==> config.mk <==
export PLATFORM = sky130hd
export DESIGN_NAME = reg_scoreboard_flat
export DESIGN_NICKNAME = d
export VERILOG_FILES = /design/src/rtl/reg_scoreboard_pkg.sv /design/src/rtl/reg_scoreboard_if.sv /design/src/rtl/reg_scoreboard_counter.sv /design/src/rtl/reg_scoreboard.sv /design/src/flat_wrapper.sv
export SDC_FILE = /design/constraint.sdc
export NUM_CORES = 1
export LEC_CHECK = 0
export CORE_MARGIN = 10
export CORE_UTILIZATION = 25
export DETAILED_ROUTE_END_ITERATION = 10
export MAX_ROUTING_LAYER = met4
export PLACE_DENSITY_LB_ADDON = 0.08
export SYNTH_ARGS = -nofsm -noshare
export SYNTH_HDL_FRONTEND = slang
export SYNTH_HIERARCHICAL = 1
export SYNTH_SLANG_ARGS = --single-unit
==> constraint.sdc <==
create_clock -name clk -period 4.7 [get_ports clk]
set_input_delay 0.94 -clock clk [delete_from_list [all_inputs] [get_ports clk]]
set_output_delay 0.94 -clock clk [all_outputs]
set_load 0.005 [all_outputs]
==> src/rtl/reg_scoreboard_pkg.sv <==
// Shared sizing constants and helpers for the register write scoreboard.
package reg_scoreboard_pkg;

  localparam int NUM_REGS   = 16;
  localparam int REG_W      = 4;
  localparam int CNT_W      = 2;
  localparam int TOT_W      = 5;
  // The status flags occupy one extra counter slot after the registers.
  localparam int STATUS_IDX = NUM_REGS;
  localparam int NUM_CNT    = NUM_REGS + 1;

  localparam logic [CNT_W-1:0] CNT_MAX  = {CNT_W{1'b1}};
  localparam logic [CNT_W-1:0] CNT_ONE  = {{(CNT_W-1){1'b0}}, 1'b1};
  localparam logic [CNT_W-1:0] CNT_ZERO = {CNT_W{1'b0}};
  localparam logic [TOT_W-1:0] TOT_ZERO = {TOT_W{1'b0}};

  typedef logic [REG_W-1:0] reg_idx_t;

  function automatic logic [TOT_W-1:0] tot_ext(input logic b);
    return {{(TOT_W-1){1'b0}}, b};
  endfunction

endpackage

==> src/rtl/reg_scoreboard_if.sv <==
// Issue/writeback/status bundle between the ID stage and the scoreboard.
interface reg_scoreboard_if;
  import reg_scoreboard_pkg::*;

  logic                flush;
  logic                issue_valid;
  logic                issue_wb_en;
  reg_idx_t            issue_dest;
  logic                issue_s;
  reg_idx_t            src1;
  reg_idx_t            src2;
  logic                src2_used;
  logic                use_status;
  logic                wb_valid;
  reg_idx_t            wb_dest;
  logic                status_retire;
  logic                hazard;
  logic                issue_fire;
  logic [NUM_REGS-1:0] busy_vec;
  logic                status_busy;
  logic [TOT_W-1:0]    outstanding;
  logic                drained;
  logic                err;

  modport master (
    output flush, issue_valid, issue_wb_en, issue_dest, issue_s, src1, src2,
           src2_used, use_status, wb_valid, wb_dest, status_retire,
    input  hazard, issue_fire, busy_vec, status_busy, outstanding, drained, err
  );

  modport slave (
    input  flush, issue_valid, issue_wb_en, issue_dest, issue_s, src1, src2,
           src2_used, use_status, wb_valid, wb_dest, status_retire,
    output hazard, issue_fire, busy_vec, status_busy, outstanding, drained, err
  );

endinterface

==> src/rtl/reg_scoreboard_counter.sv <==
// Saturating up/down counter for one tracked register or the status flags.
module sb_counter
  import reg_scoreboard_pkg::*;
(
  input  logic clk,
  input  logic rst_n,
  input  logic i_inc,
  input  logic i_dec,
  input  logic i_clr,
  output logic o_nonzero,
  output logic o_at_max,
  output logic o_underflow,
  output logic o_overflow
);

  logic [CNT_W-1:0] r_cnt;
  logic             w_nonzero;
  logic             w_at_max;

  assign w_nonzero = (r_cnt != CNT_ZERO);
  assign w_at_max  = (r_cnt == CNT_MAX);

  // Simultaneous inc and dec cancel; out-of-range steps hold the count.
  always_ff @(posedge clk or negedge rst_n) begin
    if (!rst_n) begin
      r_cnt <= CNT_ZERO;
    end else if (i_clr) begin
      r_cnt <= CNT_ZERO;
    end else if (i_inc && !i_dec && !w_at_max) begin
      r_cnt <= r_cnt + CNT_ONE;
    end else if (i_dec && !i_inc && w_nonzero) begin
      r_cnt <= r_cnt - CNT_ONE;
    end else begin
      r_cnt <= r_cnt;
    end
  end

  assign o_nonzero   = w_nonzero;
  assign o_at_max    = w_at_max;
  assign o_underflow = i_dec & ~i_inc & ~w_nonzero & ~i_clr;
  assign o_overflow  = i_inc & ~i_dec & w_at_max & ~i_clr;

endmodule

==> src/rtl/reg_scoreboard.sv <==
// Tracks in-flight register and flag writes from issue to writeback and stalls RAW hazards.
module reg_scoreboard
  import reg_scoreboard_pkg::*;
(
  input  logic             clk,
  input  logic             rst_n,
  reg_scoreboard_if.slave  sb
);

  logic [NUM_CNT-1:0]  w_inc;
  logic [NUM_CNT-1:0]  w_dec;
  logic [NUM_CNT-1:0]  w_nz;
  logic [NUM_CNT-1:0]  w_max;
  logic [NUM_CNT-1:0]  w_unf;
  logic [NUM_CNT-1:0]  w_ovf;
  logic [NUM_REGS-1:0] w_reg_nz;
  logic [NUM_REGS-1:0] w_reg_max;
  logic                w_hazard;
  logic                w_fire;
  logic                w_inc_eff;
  logic                w_dec_eff;
  logic [TOT_W-1:0]    r_outstanding;
  logic                r_err;

  assign w_reg_nz  = w_nz[NUM_REGS-1:0];
  assign w_reg_max = w_max[NUM_REGS-1:0];

  assign w_hazard = sb.issue_valid &
                    (  w_reg_nz[sb.src1]
                     | (sb.src2_used   & w_reg_nz[sb.src2])
                     | (sb.use_status  & w_nz[STATUS_IDX])
                     | (sb.issue_wb_en & w_reg_max[sb.issue_dest])
                     | (sb.issue_s     & w_max[STATUS_IDX]));

  assign w_fire = sb.issue_valid & ~w_hazard & ~sb.flush;

  for (genvar g = 0; g < NUM_REGS; g++) begin : g_reg_ctl
    assign w_inc[g] = w_fire & sb.issue_wb_en & (sb.issue_dest == REG_W'(g));
    assign w_dec[g] = sb.wb_valid & ~sb.flush & (sb.wb_dest == REG_W'(g));
  end

  assign w_inc[STATUS_IDX] = w_fire & sb.issue_s;
  assign w_dec[STATUS_IDX] = sb.status_retire & ~sb.flush;

  for (genvar g = 0; g < NUM_CNT; g++) begin : g_cnt
    sb_counter u_cnt (
      .clk         (clk),
      .rst_n       (rst_n),
      .i_inc       (w_inc[g]),
      .i_dec       (w_dec[g]),
      .i_clr       (sb.flush),
      .o_nonzero   (w_nz[g]),
      .o_at_max    (w_max[g]),
      .o_underflow (w_unf[g]),
      .o_overflow  (w_ovf[g])
    );
  end

  // Only steps that actually moved a register counter reach the total.
  assign w_inc_eff = |(w_inc[NUM_REGS-1:0] & ~w_ovf[NUM_REGS-1:0]);
  assign w_dec_eff = |(w_dec[NUM_REGS-1:0] & ~w_unf[NUM_REGS-1:0]);

  // Total in-flight register writes.
  always_ff @(posedge clk or negedge rst_n) begin
    if (!rst_n) begin
      r_outstanding <= TOT_ZERO;
    end else if (sb.flush) begin
      r_outstanding <= TOT_ZERO;
    end else begin
      r_outstanding <= r_outstanding + tot_ext(w_inc_eff) - tot_ext(w_dec_eff);
    end
  end

  // Sticky error; flush leaves it alone so only reset clears it.
  always_ff @(posedge clk or negedge rst_n) begin
    if (!rst_n) begin
      r_err <= 1'b0;
    end else begin
      r_err <= r_err | (|w_unf) | (|w_ovf);
    end
  end

  assign sb.hazard      = w_hazard;
  assign sb.issue_fire  = w_fire;
  assign sb.busy_vec    = w_reg_nz;
  assign sb.status_busy = w_nz[STATUS_IDX];
  assign sb.outstanding = r_outstanding;
  assign sb.drained     = (r_outstanding == TOT_ZERO) & ~w_nz[STATUS_IDX];
  assign sb.err         = r_err;

endmodule

==> src/flat_wrapper.sv <==
// flat-port wrapper written by rule: the top's interface ports become plain ports
module reg_scoreboard_flat import reg_scoreboard_pkg::*;
  (clk, rst_n, sb_flush, sb_issue_valid, sb_issue_wb_en, sb_issue_dest, sb_issue_s, sb_src1, sb_src2, sb_src2_used, sb_use_status, sb_wb_valid, sb_wb_dest, sb_status_retire, sb_hazard, sb_issue_fire, sb_busy_vec, sb_status_busy, sb_outstanding, sb_drained, sb_err);
  reg_scoreboard_if sb_i ();
  input  logic clk;
  input  logic rst_n;
  input wire logic [$bits(sb_i.flush)-1:0] sb_flush;
  input wire logic [$bits(sb_i.issue_valid)-1:0] sb_issue_valid;
  input wire logic [$bits(sb_i.issue_wb_en)-1:0] sb_issue_wb_en;
  input wire logic [$bits(sb_i.issue_dest)-1:0] sb_issue_dest;
  input wire logic [$bits(sb_i.issue_s)-1:0] sb_issue_s;
  input wire logic [$bits(sb_i.src1)-1:0] sb_src1;
  input wire logic [$bits(sb_i.src2)-1:0] sb_src2;
  input wire logic [$bits(sb_i.src2_used)-1:0] sb_src2_used;
  input wire logic [$bits(sb_i.use_status)-1:0] sb_use_status;
  input wire logic [$bits(sb_i.wb_valid)-1:0] sb_wb_valid;
  input wire logic [$bits(sb_i.wb_dest)-1:0] sb_wb_dest;
  input wire logic [$bits(sb_i.status_retire)-1:0] sb_status_retire;
  output wire logic [$bits(sb_i.hazard)-1:0] sb_hazard;
  output wire logic [$bits(sb_i.issue_fire)-1:0] sb_issue_fire;
  output wire logic [$bits(sb_i.busy_vec)-1:0] sb_busy_vec;
  output wire logic [$bits(sb_i.status_busy)-1:0] sb_status_busy;
  output wire logic [$bits(sb_i.outstanding)-1:0] sb_outstanding;
  output wire logic [$bits(sb_i.drained)-1:0] sb_drained;
  output wire logic [$bits(sb_i.err)-1:0] sb_err;
  assign sb_i.flush = sb_flush;
  assign sb_i.issue_valid = sb_issue_valid;
  assign sb_i.issue_wb_en = sb_issue_wb_en;
  assign sb_i.issue_dest = sb_issue_dest;
  assign sb_i.issue_s = sb_issue_s;
  assign sb_i.src1 = sb_src1;
  assign sb_i.src2 = sb_src2;
  assign sb_i.src2_used = sb_src2_used;
  assign sb_i.use_status = sb_use_status;
  assign sb_i.wb_valid = sb_wb_valid;
  assign sb_i.wb_dest = sb_wb_dest;
  assign sb_i.status_retire = sb_status_retire;
  assign sb_hazard = sb_i.hazard;
  assign sb_issue_fire = sb_i.issue_fire;
  assign sb_busy_vec = sb_i.busy_vec;
  assign sb_status_busy = sb_i.status_busy;
  assign sb_outstanding = sb_i.outstanding;
  assign sb_drained = sb_i.drained;
  assign sb_err = sb_i.err;
  reg_scoreboard u_core (.clk(clk), .rst_n(rst_n), .sb(sb_i));
endmodule
# Yosys cells after proc, flatten, opt, wreduce, memory -nomap -nowiden
# Cells that the tools add are included.
[word_totals]
input_bits = 26
word_cells = 532
regBits = 40
[classes]
n_bitwise = 209
mux = 58
add_sub_neg = 36
magnitude_cmp = 3
reduce_logical = 160
eq_ne = 47
[ops]
columns = ["op", "n"]
rows = [
  ["AND 1 bit", 146],
  ["two-way mux 2 bit", 51],
  ["logical AND 1 bit", 68],
  ["equality test 4 bit (second input constant)", 16],
  ["NOT 1 bit", 53],
  ["zero test 1 bit", 51],
  ["nonzero test 3 bit", 17],
  ["adder 2 x 1 -> 2 bit (second input constant)", 17],
  ["equality test 2 bit (second input constant)", 17],
  ["nonzero test 2 bit", 17],
  ["OR reduction 17 bit", 2],
  ["subtractor 2 x 1 -> 2 bit (second input constant)", 17],
  ["AND 16 bit", 2],
  ["equality test 4 x 3 -> 1 bit (second input constant)", 8],
  ["NOT 16 bit", 2],
  ["OR reduction 16 bit", 2],
  ["equality test 4 x 2 -> 1 bit (second input constant)", 4],
  ["< comparator 4 x 5 -> 1 bit (second input constant)", 3],
  ["binary-select mux 1 bit (select 4 bit)", 3],
  ["equality test 4 x 1 -> 1 bit (second input constant)", 2],
  ["zero test 4 bit", 2],
  ["OR 1 bit", 6],
  ["adder 5 x 1 -> 5 bit", 1],
  ["zero test 5 bit", 1],
  ["other kinds (3)", 5],
]

# Longest topological paths before layout
[logic_depth]
depth_word = 23
mapped_depth = 26
mapped_depth_nobuf = 24

# Modules after synthesis
# Netlist, hierarchy kept.
[by_module_without_submodules]
columns = ["module", "n_inst", "seq_area_each_um2", "area_per_inst_um2", "cells_per_inst"]
rows = [
  ["sb_counter", 17, 50.0, 151.4, 18],
  ["reg_scoreboard", 1, 150.1, 1606.5, 213],
]

# Worst setup path after synthesis
# OpenSTA, ideal clock, no wires.
[synth_timing]
path_type = "input to register"
start = "in sb_issue_dest[3]"
end = "reg u_core.r_outstanding[4] (netlist: u_core/sb.outstanding[4])"
arrival_ps = 4994
path_stages = 26
setup_slack_ps = -429
required_ps = 4564
n_path_buf = 3
setup_ps = 136
path_cell_list = "clkbuf_1 > nand2_1 > a211oi_1 > nor3_1 > or4_1 > buf_2 > buf_6 > nor4_1 > and2b_1 > nand2_1 > nor2_1 > mux2_2 > o21ai_0 > a21oi_1 > o2111a_1 > or3_1 > ha_1 > inv_1 > ha_1 > inv_1 > fa_1 > inv_1 > a21oi_1 > nor2_1 > or3_1 > a21oi_1"
[synth_via]
elab_chain_len = 20
elab_cells_between_ends = 163
classes_between = "add/sub: 2; eq/ne: 15; mux: 3; bitwise: 140; reduce/logical: 3"
[synth_rtl]
columns = ["element", "line", "source"]
rows = [
  ["from (decl)", "flat_wrapper.sv:10", "input wire logic [$bits(sb_i.issue_dest)-1:0] sb_issue_dest;"],
  ["binary-select mux 1 bit (select 4 bit)", "reg_scoreboard.sv:32", "| (sb.issue_wb_en & w_reg_max[sb.issue_dest])"],
  ["two-way mux 1 bit (not written as such)", "reg_scoreboard.sv:32", ""],
  ["AND 1 bit", "reg_scoreboard.sv:32", ""],
  ["OR 1 bit", "reg_scoreboard.sv:32", ""],
  ["OR 1 bit", "reg_scoreboard.sv:33", "| (sb.issue_s & w_max[STATUS_IDX]));"],
  ["AND 1 bit", "reg_scoreboard.sv:28", "assign w_hazard = sb.issue_valid &"],
  ["NOT 1 bit", "reg_scoreboard.sv:35", "assign w_fire = sb.issue_valid & ~w_hazard & ~sb.flush;"],
  ["AND 1 bit (2 in series)", "reg_scoreboard.sv:35", ""],
  ["[... 2 more ...]", "n/a", ""],
  ["net u_core.w_inc[13]", "reg_scoreboard.sv:10", "logic [NUM_CNT-1:0] w_inc;"],
  ["AND 1 bit (*) (3 in series)", "reg_scoreboard_counter.sv:41", "assign o_overflow = i_inc & ~i_dec & w_at_max & ~i_clr;"],
  ["net u_core.w_ovf[13]", "reg_scoreboard.sv:15", "logic [NUM_CNT-1:0] w_ovf;"],
  ["NOT 16 bit (*)", "reg_scoreboard.sv:60", "assign w_inc_eff = |(w_inc[NUM_REGS-1:0] & ~w_ovf[NUM_REGS-1:0]);"],
  ["AND 16 bit (*)", "reg_scoreboard.sv:60", ""],
  ["OR reduction 16 bit (*)", "reg_scoreboard.sv:60", ""],
  ["adder 5 x 1 -> 5 bit (*)", "reg_scoreboard.sv:70", "r_outstanding <= r_outstanding + tot_ext(w_inc_eff) - tot_ext(w_dec_eff);"],
  ["subtractor 5 x 1 -> 5 bit (*)", "reg_scoreboard.sv:70", ""],
  ["two-way mux 5 bit (*)", "reg_scoreboard.sv:67", "end else if (sb.flush) begin"],
  ["to (signal assigned)", "reg_scoreboard.sv:70", ""],
  ["to (decl)", "reg_scoreboard.sv:22", "logic [TOT_W-1:0] r_outstanding;"],
]
# The timed path passes the listed nets; every way through them passes the cells marked *. The select of a mux whose other input is x is not followed.
# A chain may end at the register's enable or synchronous reset.

# Worst setup path after layout
[layout_timing]
start = "in sb_src2[0]"
end = "reg u_core.r_outstanding[4] (netlist: u_core/sb.outstanding[4])"
[layout_via]
elab_chain_len = 22
elab_cells_between_ends = 149
classes_between = "add/sub: 2; mux: 3; bitwise: 142; reduce/logical: 2"
[layout_rtl]
columns = ["element", "line", "source"]
rows = [
  ["from (decl)", "flat_wrapper.sv:13", "input wire logic [$bits(sb_i.src2)-1:0] sb_src2;"],
  ["binary-select mux 1 bit (select 4 bit)", "reg_scoreboard.sv:30", "| (sb.src2_used & w_reg_nz[sb.src2])"],
  ["two-way mux 1 bit (not written as such)", "reg_scoreboard.sv:30", ""],
  ["AND 1 bit", "reg_scoreboard.sv:30", ""],
  ["OR 1 bit", "reg_scoreboard.sv:30", ""],
  ["OR 1 bit", "reg_scoreboard.sv:31", "| (sb.use_status & w_nz[STATUS_IDX])"],
  ["OR 1 bit", "reg_scoreboard.sv:32", ""],
  ["OR 1 bit", "reg_scoreboard.sv:33", ""],
  ["AND 1 bit", "reg_scoreboard.sv:28", ""],
  ["[... 5 more ...]", "n/a", ""],
  ["net u_core.w_inc[0]", "reg_scoreboard.sv:10", ""],
  ["NOT 1 bit", "reg_scoreboard_counter.sv:40", "assign o_underflow = i_dec & ~i_inc & ~w_nonzero & ~i_clr;"],
  ["AND 1 bit (3 in series)", "reg_scoreboard_counter.sv:40", ""],
  ["net u_core.w_unf[0]", "reg_scoreboard.sv:14", "logic [NUM_CNT-1:0] w_unf;"],
  ["NOT 16 bit", "reg_scoreboard.sv:61", "assign w_dec_eff = |(w_dec[NUM_REGS-1:0] & ~w_unf[NUM_REGS-1:0]);"],
  ["AND 16 bit", "reg_scoreboard.sv:61", ""],
  ["OR reduction 16 bit", "reg_scoreboard.sv:61", ""],
  ["subtractor 5 x 1 -> 5 bit", "reg_scoreboard.sv:70", ""],
  ["two-way mux 5 bit", "reg_scoreboard.sv:67", ""],
]
# The timed path passes the listed nets, and every way through them passes these cells. The select of a mux whose other input is x is not followed.

==> metrics.md <==
| Metric | Value |
|---|---|
| Peak Freq | `200 MHz` |
| Die area | `22300 um^2` |
| Gr usage total | `16.0%` |
| Hold bufs inserted after CTS | `0` |
| Maximum vdd drop | `0.173 mV` |
| Cell Area, Synth | `4180 um^2` |
| Grt total ovfl | `0` |
| Die W | `149 um` |
| Detail Route Antenna Nets | `0` |
| Synth unique cells | `59` |
| Root buffer cell | `clkbuf_16` |
| # setup viols final | `4` |
| Fill count | `1684` |
| TritonCTS sink count | `40` |
| Run status | `complete, but fails checks` |
| WP buf/inv | `5` |
| Die H | `149 um` |
| GPL Wtd Cong | `0.875` |
| # DRC | `0` |
| Leakage power | `3.12 nW` |
| Avg Inst Size Synth | `8.05 um^2` |
| Slowest stage cell, crit path | `or4_4` |
| Crit share post-route | `107%` |
| Tot Pwr | `1.13 mW` |
| Global routing usage on met3 | `2.58%` |
| Cell taking the most area after synthesis | `dfrtp_1` |
| Vias in the first global route | `4936` |
| Area contributors post-synth | `dfrtp_1 (24%), and2_1 (5.4%), mux2i_1 (5.0%)` |
| Initial antenna violation count | `0` |
| CTS tree | `built` |
| Final hold violation count | `0` |
| Area grow syn2layout | `75.1%` |
| Worst Hold Class | `reg2reg` |
| Synth Instances | `519` |
| Ys Warns | `6` |
| Final net count | `819` |
| CTS Buffer Depth | `2` |
| First-pass GRT wire length | `27300 um` |
| Top FF cell, synth | `dfrtp_1` |
| FFs w/ async S/R, synth | `100%` |
| Slack of the critical path | `-308 ps` |
| Number of I/O pins | `52` |
| Post-synth EDFFs | `0` |
| Min Tclk post-route | `5010 ps` |
| CTS Buf Count | `5` |
| Fin Clk Skew | `6.22 ps` |
| Routed len/inst | `17.0 um` |
| Largest net degree at the start of global routing | `42` |
| PortBufs | `51` |
| Area of the multi-input gates | `3530 um^2` |
| Setup repair after global routing missed its margin | `true` |
| Fraction of layout cells with a size suffix above 1 | `43.2%` |
| Max Slew Vio Count | `0` |
| Post-layout instance area | `7320 um^2` |
| Routed wire length | `17100 um` |
| Critical path's largest stage delay | `620 ps` |
| First-pass DRT Iterations | `4` |
| Post-synth net total | `552` |
| DRT iter0 DRCs | `217` |
| Detailed placement HPWL | `13400 um` |
| Clock-pin slew on the worst setup and hold paths | `60 ps` |
| Clock Latency Late Sink | `300 ps` |
| Crit Path Max Fanout | `5` |
| Starting Density | `25.4%` |
| Busiest grt layer | `met2` |
| Pwr dens | `155 nW/um^2` |
| Vias/cell | `4.83` |
| CP cell instances | `buf_8 > mux4_2 > o2111a_1 > or4_4 > buf_12 > nor3_4 > or2b_1 > nor3_2 > or3_1 > o21a_1 > o32ai_2 > nor4_2 > o211ai_1 > ha_1 > inv_1 > ha_2 > inv_2 > fa_2 > inv_2 > a21oi_2 > nor2_1 > or3_1 > a21oi_2` |
| Via count | `4864` |
| Standard-cell rows | `47` |
| Crit-path leading delay family | `simple AND/OR/NAND/NOR gates` |
| Share of the yosys chip area belonging to registers | `23.9%` |
| Top-area cell type share of the netlist area | `23.9%` |
| H-tree Lvls | `2` |
| Diode count | `0` |
| MaxCap Viol Count | `0` |
| Worst setup EP type | `flip-flop` |
| Slew @ Worst Pin | `1060 ps` |
| Crit path kind | `in2reg` |
| GR Util met1 | `20.8%` |
| Total area of sequential cells | `1000 um^2` |
| Dpl cell area | `6460 um^2` |
| Startpoint types | `primary input` |
| Met2 GRT Util | `25.3%` |
| Placeable Area | `16500 um^2` |
| Slew HR | `29.5%` |
| Yosys reg bits | `40` |
| CP Data Arrival Time | `5170 ps` |
| Post-layout util | `44.5%` |
| DP Worst Slack | `-1220 ps` |
| Required time at the worst-slack endpoint | `4860 ps` |
| Reg2reg setup slack | `-260 ps` |
| Failing checks | `negative setup slack` |
## path summary, 6_finish.rpt
kind | start | to | depth (start not counted)
max in group asynchronous | rst_n | u_core/g_cnt[5].u_cnt/r_cnt[0] | 1
min | u_core/g_cnt[2].u_cnt/r_cnt[1] | u_core/g_cnt[2].u_cnt/r_cnt[1] | 2
min reg2reg | u_core/g_cnt[2].u_cnt/r_cnt[1] | u_core/g_cnt[2].u_cnt/r_cnt[1] | 2
max reg2reg | u_core/g_cnt[13].u_cnt/r_cnt[1] | u_core/sb.outstanding[4] | 23
max | sb_src2[0] | u_core/sb.outstanding[4] | 23
min in group asynchronous | rst_n | u_core/g_cnt[8].u_cnt/r_cnt[0] | 1
## cells in the mapped netlist (17+ instances only)
| master | n |
|---|---|
| or2_1 | 17 |
| and2_1 | 36 |
| nor3_2 | 17 |
| nor3b_1 | 17 |
| nand2_1 | 47 |
| xnor2_1 | 18 |
| mux2i_1 | 21 |
| nor3_1 | 19 |
| a21oi_1 | 39 |
| dfrtp_1 | 40 |
| o21ai_0 | 39 |
| or2b_1 | 17 |
| nor2_1 | 42 |
| and2b_1 | 17 |
| nor4_1 | 19 |
## flip-flops by register name (all words and copies together) (netlist names)
name                      count
u_core/sb.outstanding         5
u_core/sb.err                 1
u_core/g_cnt.u_cnt/r_cnt     34
## area by class of cell
class                           count  share of cell area (%)
Clock buffer                        6                    1.90
Timing Repair Buffer              277                    31.8
Sequential cell                    40                    13.7
Tap cell                          220                    3.76
Multi-Input combinational cell    453                    48.2
Inverter                            9                   0.462
Clock inverter                      2                   0.137
## what timing repair did
action / 4_1_cts / 5_1_grt
buffers inserted: 43 / 5
pin swaps: 36 / 25
setup endpoints to repair: 7 / 5
cloned: 2 / 0
gates resized for setup: 91 / 36
## routing by layer
layer  vias to the layer above  share of wire, %
li1                       2404                 -
met2                       101                47
met1                      2343                47
met3                        16               3.7
met4                         0               1.7
met5                         -                 0
## logic make-up after synthesis
logic type                 count (synthesis)  synth area share (%)
and+or+nand+nor                          287                  41.2
xor gates and xnor gates                  20                  4.19
buffers and inverters                     26                  2.93
AOI/OAI and AO/OA                        103                  14.1
DFF                                       40                  23.9
adders and majority gates                  7                  2.27
muxes                                     36                  11.4
## cell usage in the layout (no fill, tap or decap), drive strengths merged, types with 3 or more instances in the layout
cell type      count
mux2i             21
nand2b             8
nor2b              8
a21oi             39
nor2              43
nand2             47
nand4bb            3
ha                 6
dlygate4sd2        3
dfrtp             40
inv                9
mux4               8
o22ai              6
and2              36
nor3              36
or2b              17
o21ai             40
mux2               7
clkdlybuf4s50     37
and2b             17
buf              232
nor4              19
xnor2             18
nor3b             17
or3                4
or2               18
clkbuf             9
## where the power goes
group	switching, mW	internal, mW	leakage, nW	total, mW
logic	0.191	0.202	2.50	0.392
registers	0.0162	0.360	0.549	0.376
clock network	0.156	0.210	0.0766	0.366
total	0.363	0.771	3.12	1.13
## per-stage QoR
| stage | setup TNS (ps) | hold WS [ps] | cells |
|---|---|---|---|
| 2_1_floorplan | -147 | 524 | 519 |
| 3_3_place_gp | -5510 | 554 | 957 |
| 3_5_place_dp | -5770 | 559 | 957 |
| 4_1_cts | -1180 | 570 | 1009 |
| 5_1_grt | -1620 | 616 | 1007 |
| 6_report | -804 | 574 | 1007 |
## tightest hold or removal path, cell delays in order (launching register included)
cell,delay [ps]
dfrtp_1,410
nand2_1,70
a21oi_1,60
Note: power is estimated with default switching activity, not from simulation.
